## config.mk

```make
export PLATFORM = sky130hd
export DESIGN_NAME = mac_accumulator_flat
export DESIGN_NICKNAME = d
export VERILOG_FILES = /design/src/rtl/mac_pkg.sv /design/src/rtl/mac_accumulator_if.sv /design/src/rtl/mac_acc_add.sv /design/src/rtl/mac_accumulator.sv /design/src/flat_wrapper.sv
export SDC_FILE = /design/constraint.sdc
export NUM_CORES = 1
export LEC_CHECK = 0
export ABC_AREA = 1
export CELL_PAD_IN_SITES_DETAIL_PLACEMENT = 1
export CELL_PAD_IN_SITES_GLOBAL_PLACEMENT = 1
export CORE_UTILIZATION = 38
export CTS_CLUSTER_DIAMETER = 120
export DETAILED_ROUTE_END_ITERATION = 10
export GPL_ROUTABILITY_DRIVEN = 1
export PLACE_DENSITY_LB_ADDON = 0.2
export SETUP_SLACK_MARGIN = 0.4
export SLEW_MARGIN = 20
export SYNTH_ARGS = -nofsm -noshare
export SYNTH_HDL_FRONTEND = slang
export SYNTH_SLANG_ARGS = --single-unit
```

## constraint.sdc

```tcl
create_clock -name clk -period 4.3 [get_ports clk]
set_input_delay 1.075 -clock clk [delete_from_list [all_inputs] [get_ports clk]]
set_output_delay 1.075 -clock clk [all_outputs]
set_load 0.1 [all_outputs]
```

## src/rtl/mac_pkg.sv

```systemverilog
// Shared types and default widths for the MAC accumulator.
// Builds with or without MAC_ACC_SATURATE_EN; this package is the same in both builds.
package mac_pkg;

    localparam int unsigned ACC_W_DEF = 16;
    localparam int unsigned CNT_W_DEF = 8;

    typedef enum logic [0:0] {
        StAcc,
        StHold
    } mac_state_e;

endpackage

```

## src/rtl/mac_accumulator_if.sv

```systemverilog
// Beat input and frame-result output handshakes of the MAC accumulator.
// Master is the environment side; slave is the accumulator side.
interface mac_accumulator_if
    import mac_pkg::*;
#(
    parameter int unsigned ACC_W = ACC_W_DEF,
    parameter int unsigned CNT_W = CNT_W_DEF
);

    logic             in_valid;
    logic             in_ready;
    logic [5:0]       in_sum;
    logic             in_carry;
    logic             in_last;
    logic             out_valid;
    logic             out_ready;
    logic [ACC_W-1:0] out_acc;
    logic [CNT_W-1:0] out_beats;
    logic             out_ovf;

    modport master (
        output in_valid, in_sum, in_carry, in_last, out_ready,
        input  in_ready, out_valid, out_acc, out_beats, out_ovf
    );

    modport slave (
        input  in_valid, in_sum, in_carry, in_last, out_ready,
        output in_ready, out_valid, out_acc, out_beats, out_ovf
    );

endinterface

```

## src/rtl/mac_acc_add.sv

```systemverilog
// ACC_W-bit adder returning sum and carry-out.
// With MAC_ACC_SATURATE_EN defined the sum clamps to all-ones on carry-out.
module mac_acc_add #(
    parameter int unsigned ACC_W = 16
) (
    input  logic [ACC_W-1:0] i_a,
    input  logic [ACC_W-1:0] i_b,
    output logic [ACC_W-1:0] o_sum,
    output logic             o_carry
);

    logic [ACC_W:0] w_full;

    assign w_full  = {1'b0, i_a} + {1'b0, i_b};
    assign o_carry = w_full[ACC_W];

`ifdef MAC_ACC_SATURATE_EN
    assign o_sum = o_carry ? {ACC_W{1'b1}} : w_full[ACC_W-1:0];
`else
    assign o_sum = w_full[ACC_W-1:0];
`endif

endmodule

```

## src/rtl/mac_accumulator.sv

```systemverilog
// Frame accumulator for {carry, sum} beats with a one-deep result hold stage.
// Accumulator overflow behaviour depends on MAC_ACC_SATURATE_EN (see mac_acc_add).
module mac_accumulator
    import mac_pkg::*;
#(
    parameter int unsigned ACC_W = ACC_W_DEF,
    parameter int unsigned CNT_W = CNT_W_DEF
) (
    input logic               clk,
    input logic               rst,
    mac_accumulator_if.slave  bus
);

    mac_state_e       r_state;
    mac_state_e       w_state_d;
    logic [ACC_W-1:0] r_acc;
    logic [ACC_W-1:0] w_acc_d;
    logic [ACC_W-1:0] w_base_acc;
    logic [ACC_W-1:0] w_beat;
    logic [ACC_W-1:0] w_add_sum;
    logic [CNT_W-1:0] r_beats;
    logic [CNT_W-1:0] w_beats_d;
    logic [CNT_W-1:0] w_base_beats;
    logic             r_ovf;
    logic             w_ovf_d;
    logic             w_base_ovf;
    logic             w_add_carry;
    logic             w_out_valid;
    logic             w_in_ready;
    logic             w_accept;
    logic             w_handoff;

    assign w_out_valid = (r_state == StHold);
    assign w_in_ready  = !w_out_valid || bus.out_ready;
    assign w_accept    = bus.in_valid && w_in_ready;
    assign w_handoff   = w_out_valid && bus.out_ready;
    assign w_beat      = {{(ACC_W-7){1'b0}}, bus.in_carry, bus.in_sum};

    // A handoff clears the frame before any beat on the same edge is added.
    assign w_base_acc   = w_handoff ? '0 : r_acc;
    assign w_base_beats = w_handoff ? '0 : r_beats;
    assign w_base_ovf   = w_handoff ? 1'b0 : r_ovf;

    mac_acc_add #(
        .ACC_W (ACC_W)
    ) u_add (
        .i_a     (w_base_acc),
        .i_b     (w_beat),
        .o_sum   (w_add_sum),
        .o_carry (w_add_carry)
    );

    always_comb begin
        w_state_d = r_state;
        w_acc_d   = r_acc;
        w_beats_d = r_beats;
        w_ovf_d   = r_ovf;
        if (w_accept) begin
            w_acc_d   = w_add_sum;
            w_beats_d = (w_base_beats == {CNT_W{1'b1}}) ? w_base_beats
                                                         : w_base_beats + CNT_W'(1);
            w_ovf_d   = w_base_ovf | w_add_carry;
            w_state_d = bus.in_last ? StHold : StAcc;
        end else if (w_handoff) begin
            w_acc_d   = '0;
            w_beats_d = '0;
            w_ovf_d   = 1'b0;
            w_state_d = StAcc;
        end
    end

    always_ff @(posedge clk or posedge rst) begin
        if (rst) begin
            r_state <= StAcc;
            r_acc   <= '0;
            r_beats <= '0;
            r_ovf   <= 1'b0;
        end else begin
            r_state <= w_state_d;
            r_acc   <= w_acc_d;
            r_beats <= w_beats_d;
            r_ovf   <= w_ovf_d;
        end
    end

    assign bus.in_ready  = w_in_ready;
    assign bus.out_valid = w_out_valid;
    assign bus.out_acc   = r_acc;
    assign bus.out_beats = r_beats;
    assign bus.out_ovf   = r_ovf;

endmodule

```

## src/flat_wrapper.sv

```systemverilog
// flat-port wrapper written by rule: the top's interface ports become plain ports
module mac_accumulator_flat import mac_pkg::*;
#(
    parameter int unsigned ACC_W = ACC_W_DEF,
    parameter int unsigned CNT_W = CNT_W_DEF
)
  (clk, rst, bus_in_valid, bus_in_sum, bus_in_carry, bus_in_last, bus_out_ready, bus_in_ready, bus_out_valid, bus_out_acc, bus_out_beats, bus_out_ovf);
  mac_accumulator_if #(.ACC_W(ACC_W), .CNT_W(CNT_W)) bus_i ();
  input logic clk;
  input logic rst;
  input wire logic [$bits(bus_i.in_valid)-1:0] bus_in_valid;
  input wire logic [$bits(bus_i.in_sum)-1:0] bus_in_sum;
  input wire logic [$bits(bus_i.in_carry)-1:0] bus_in_carry;
  input wire logic [$bits(bus_i.in_last)-1:0] bus_in_last;
  input wire logic [$bits(bus_i.out_ready)-1:0] bus_out_ready;
  output wire logic [$bits(bus_i.in_ready)-1:0] bus_in_ready;
  output wire logic [$bits(bus_i.out_valid)-1:0] bus_out_valid;
  output wire logic [$bits(bus_i.out_acc)-1:0] bus_out_acc;
  output wire logic [$bits(bus_i.out_beats)-1:0] bus_out_beats;
  output wire logic [$bits(bus_i.out_ovf)-1:0] bus_out_ovf;
  assign bus_i.in_valid = bus_in_valid;
  assign bus_i.in_sum = bus_in_sum;
  assign bus_i.in_carry = bus_in_carry;
  assign bus_i.in_last = bus_in_last;
  assign bus_i.out_ready = bus_out_ready;
  assign bus_in_ready = bus_i.in_ready;
  assign bus_out_valid = bus_i.out_valid;
  assign bus_out_acc = bus_i.out_acc;
  assign bus_out_beats = bus_i.out_beats;
  assign bus_out_ovf = bus_i.out_ovf;
  mac_accumulator #(.ACC_W(ACC_W), .CNT_W(CNT_W)) u_core (.clk(clk), .rst(rst), .bus(bus_i));
endmodule
```

==> results.cfg <==
[clock_tree]
clkTransAtPathRegs_ns = 0.11
clock-sinks = 26
insertion_delay_ns = 0.28
cts_max_level = 1
clockBufferDepth = 2
cts_hold_buffers = 0
post_cts_resized = 0
clock-root-buffer = clkbuf_8
post_cts_buffers = 0
cts_tree = yes
cts_buffers = 3

[placement]
dpl.hpwl_um = 3811
pre_cts_ws_ns = 0.8746
gp_congestion = 0.7696
port_buffers = 38

[sta]
hold_ws_ns = 0.5039
timing.final.crit_share_pct = 72.91
maxSlewHeadroom_pct = 34.51
worstMarginPinSlew_ns = 0.9793
tns_ns = 0
fin_ws_ns = 1.165
report.final.slew_viol_count = 0
finalHoldViolCount = 0
rsz0062_at_grt = false
fmax_mhz = 319.0
clock_skew_ns = 0.006301
setup_viol = 0
period_minus_slack_ns = 3.135

[drt]
dr_wl_met3_um = 90
vias = 1770
ant_nets = 0
drc = 3
drt-wirelength-per-cell_um = 13.84
top_layer = met4
drt_first_pass_iters = 7
dr.first_iter.drc_count = 69
wl_met1_um = 2323
wl_um = 4942
met2WireLength_um = 2475
via_per_inst = 4.958

[floorplanning]
dieArea_um2 = 5079
core_um2 = 4474
die_y_um = 71.27
start_util_pct = 40.74
fp.dieW_um = 71.27
pin_count = 39
num_rows = 24

[setup_path]
critical_path.max_stage_delay_ns = 0.52
cp.arrival_ns = 2.06
path_class = input port to primary output
path_max_fanout = 3
worst_ep_required_time_ns = 3.22
crit_slowest_cell = clkdlybuf4s50_1
start_kind = input port
crit_family = buffers and inverters
critPathBufInv = 3
worstPathCellList = clkdlybuf4s50_1 > inv_1 > nand2_2 > buf_4
cp-end-kind = primary output

[power_and_ir_drop]
irDropWorstVdd_uv = 547.6
pwr-share-seq_pct = 24.6
power_frac_clock_pct = 15.6
total_power_mw = 1.369
p_leak_nw = 1.192
p_switching_uw = 744.1
powerDensity_nw_per_um2 = 593.2
switching_share_pct = 54.34
pwr-share-comb_pct = 59.7
p_int_uw = 625.3

[cells_and_area]
drive_above_1_share_pct = 9.508
layout_common_cells = 93 x nand2_1, 39 x inv_1, 37 x clkdlybuf4s50_1, 28 x nor2_1, 26 x dfrtp_1
area_growth_pct = 26.63
final_util_pct = 51.59
antenna_cells = 0
final_nets = 327
final_common_cell = nand2_1

[logic_synthesis]
syn_area_um2 = 1823
synth-seq-cells = 26
synthCells = 266
synth_top_flop_cell = dfrtp_1
synthArstFlopShare_pct = 100.0
syn_avg_cell_area_um2 = 6.853
synth_top_area_cell = dfrtp_1
yosysSeqAreaShare_pct = 35.69
yosys-top-cells-area = dfrtp_1 36%, nand2_1 19%, inv_1 8.2%, nand3_1 6.6%, nor2_1 5.8%
synth_warnings = 0
synth_edf_count = 0
netlist.area_leader.share_pct = 35.69
synthDistinctLibCells = 28
syn_nets = 287

[grt]
antenna_found_initial = 0
grt_usage_pct = 21.63
grt_pass1_vias = 1881
grt_max_degree = 27
grt_pass1_wl_um = 8604
overflow = 0

[min_path]
hold_path_class = flop to flop

[outcome]
status = finished with violations
violations = DRC

[job]
cap_violations = 0
metal layers:
| metal | track usage, % | vias to the layer above |
|---|---|---|
| met5 | 0 | - |
| met4 | 6.000 | 0 |
| met3 | 2.110 | 5 |
| met2 | 39.47 | 23 |
| met1 | 27.17 | 845 |
| li1 | - | 897 |
logic make-up (layout without fill, tap and decap cells):
group | Yosys count | after routing | synth area share (%)
compound gates | 12 | 12 | 3.706
xor+xnor | 5 | 5 | 2.403
fa+ha+maj | 9 | 9 | 6.589
buf+inv | 45 | 84 | 10.43
flops | 26 | 26 | 35.69
simple gates | 169 | 169 | 41.18
worst paths after layout:
path / start / end / slack, ns / depth (start not counted)
max: bus_out_ready / bus_in_ready / 1.16 / 4
min: u_core.bus.out_ovf / u_core.bus.out_ovf / 0.50 / 2
max reg2reg: u_core.bus.out_valid / u_core.bus.out_acc[6] / 2.06 / 12
min reg2reg: u_core.bus.out_ovf / u_core.bus.out_ovf / 0.50 / 2
max in group asynchronous: rst / u_core.bus.out_acc[4] / 2.74 / 2
min in group asynchronous: rst / u_core.bus.out_beats[3] / 1.17 / 2
metrics by stage:
step	instance area [um^2]	instances
2_1_floorplan	1823	266
3_3_place_gp	2237	353
3_5_place_dp	2237	353
4_1_cts	2308	357
5_1_grt	2308	357
6_report	2308	357
registers in the layout (all words and copies together) (netlist names):
name,cells
u_core.bus.out_acc,16
u_core.bus.out_valid,1
u_core.bus.out_ovf,1
u_core.bus.out_beats,8
layout make-up:
type | count | area [um^2]
Clock buffer | 3 | 41.29
Tap cell | 52 | 65.06
Sequential cell | 26 | 650.6
Fill cell | 589 | 2166
Inverter | 41 | 153.9
Multi-Input combinational cell | 195 | 982.2
Timing Repair Buffer | 39 | 385.4
Clock inverter | 1 | 30.03
cell usage after synthesis, types with 2 or more instances:
cell type and number:
a21oi_1 3, buf_2 2, dfrtp_1 26, ha_1 8
inv_1 40, nand2_1 93, nand2_2 4, nand2_4 2
nand3_1 24, nand3_2 2, nand4_1 2, nor2_1 28
nor2_2 7, o21ai_0 6, o21ai_2 2, or2_2 2
xnor2_1 3, xor2_1 2
power groups by stage:
stage,Clock (mW),Sequential (mW),Combinational [mW]
2_1_floorplan,0,0.697,0.265
3_3_place_gp,0,0.340,0.802
3_5_place_dp,0,0.341,0.818
4_1_cts,0.221,0.338,0.821
5_1_grt,0.226,0.344,0.876
6_report,0.214,0.337,0.818
worst min-delay path: cells and delay by family, from the launching register on:
family / cells / cell delay (ns)
and+or+nand+nor: 1 / 0.07
DFF: 1 / 0.36
AOI/OAI and AO/OA: 1 / 0.05
Note: power is estimated with default switching activity, not from simulation.
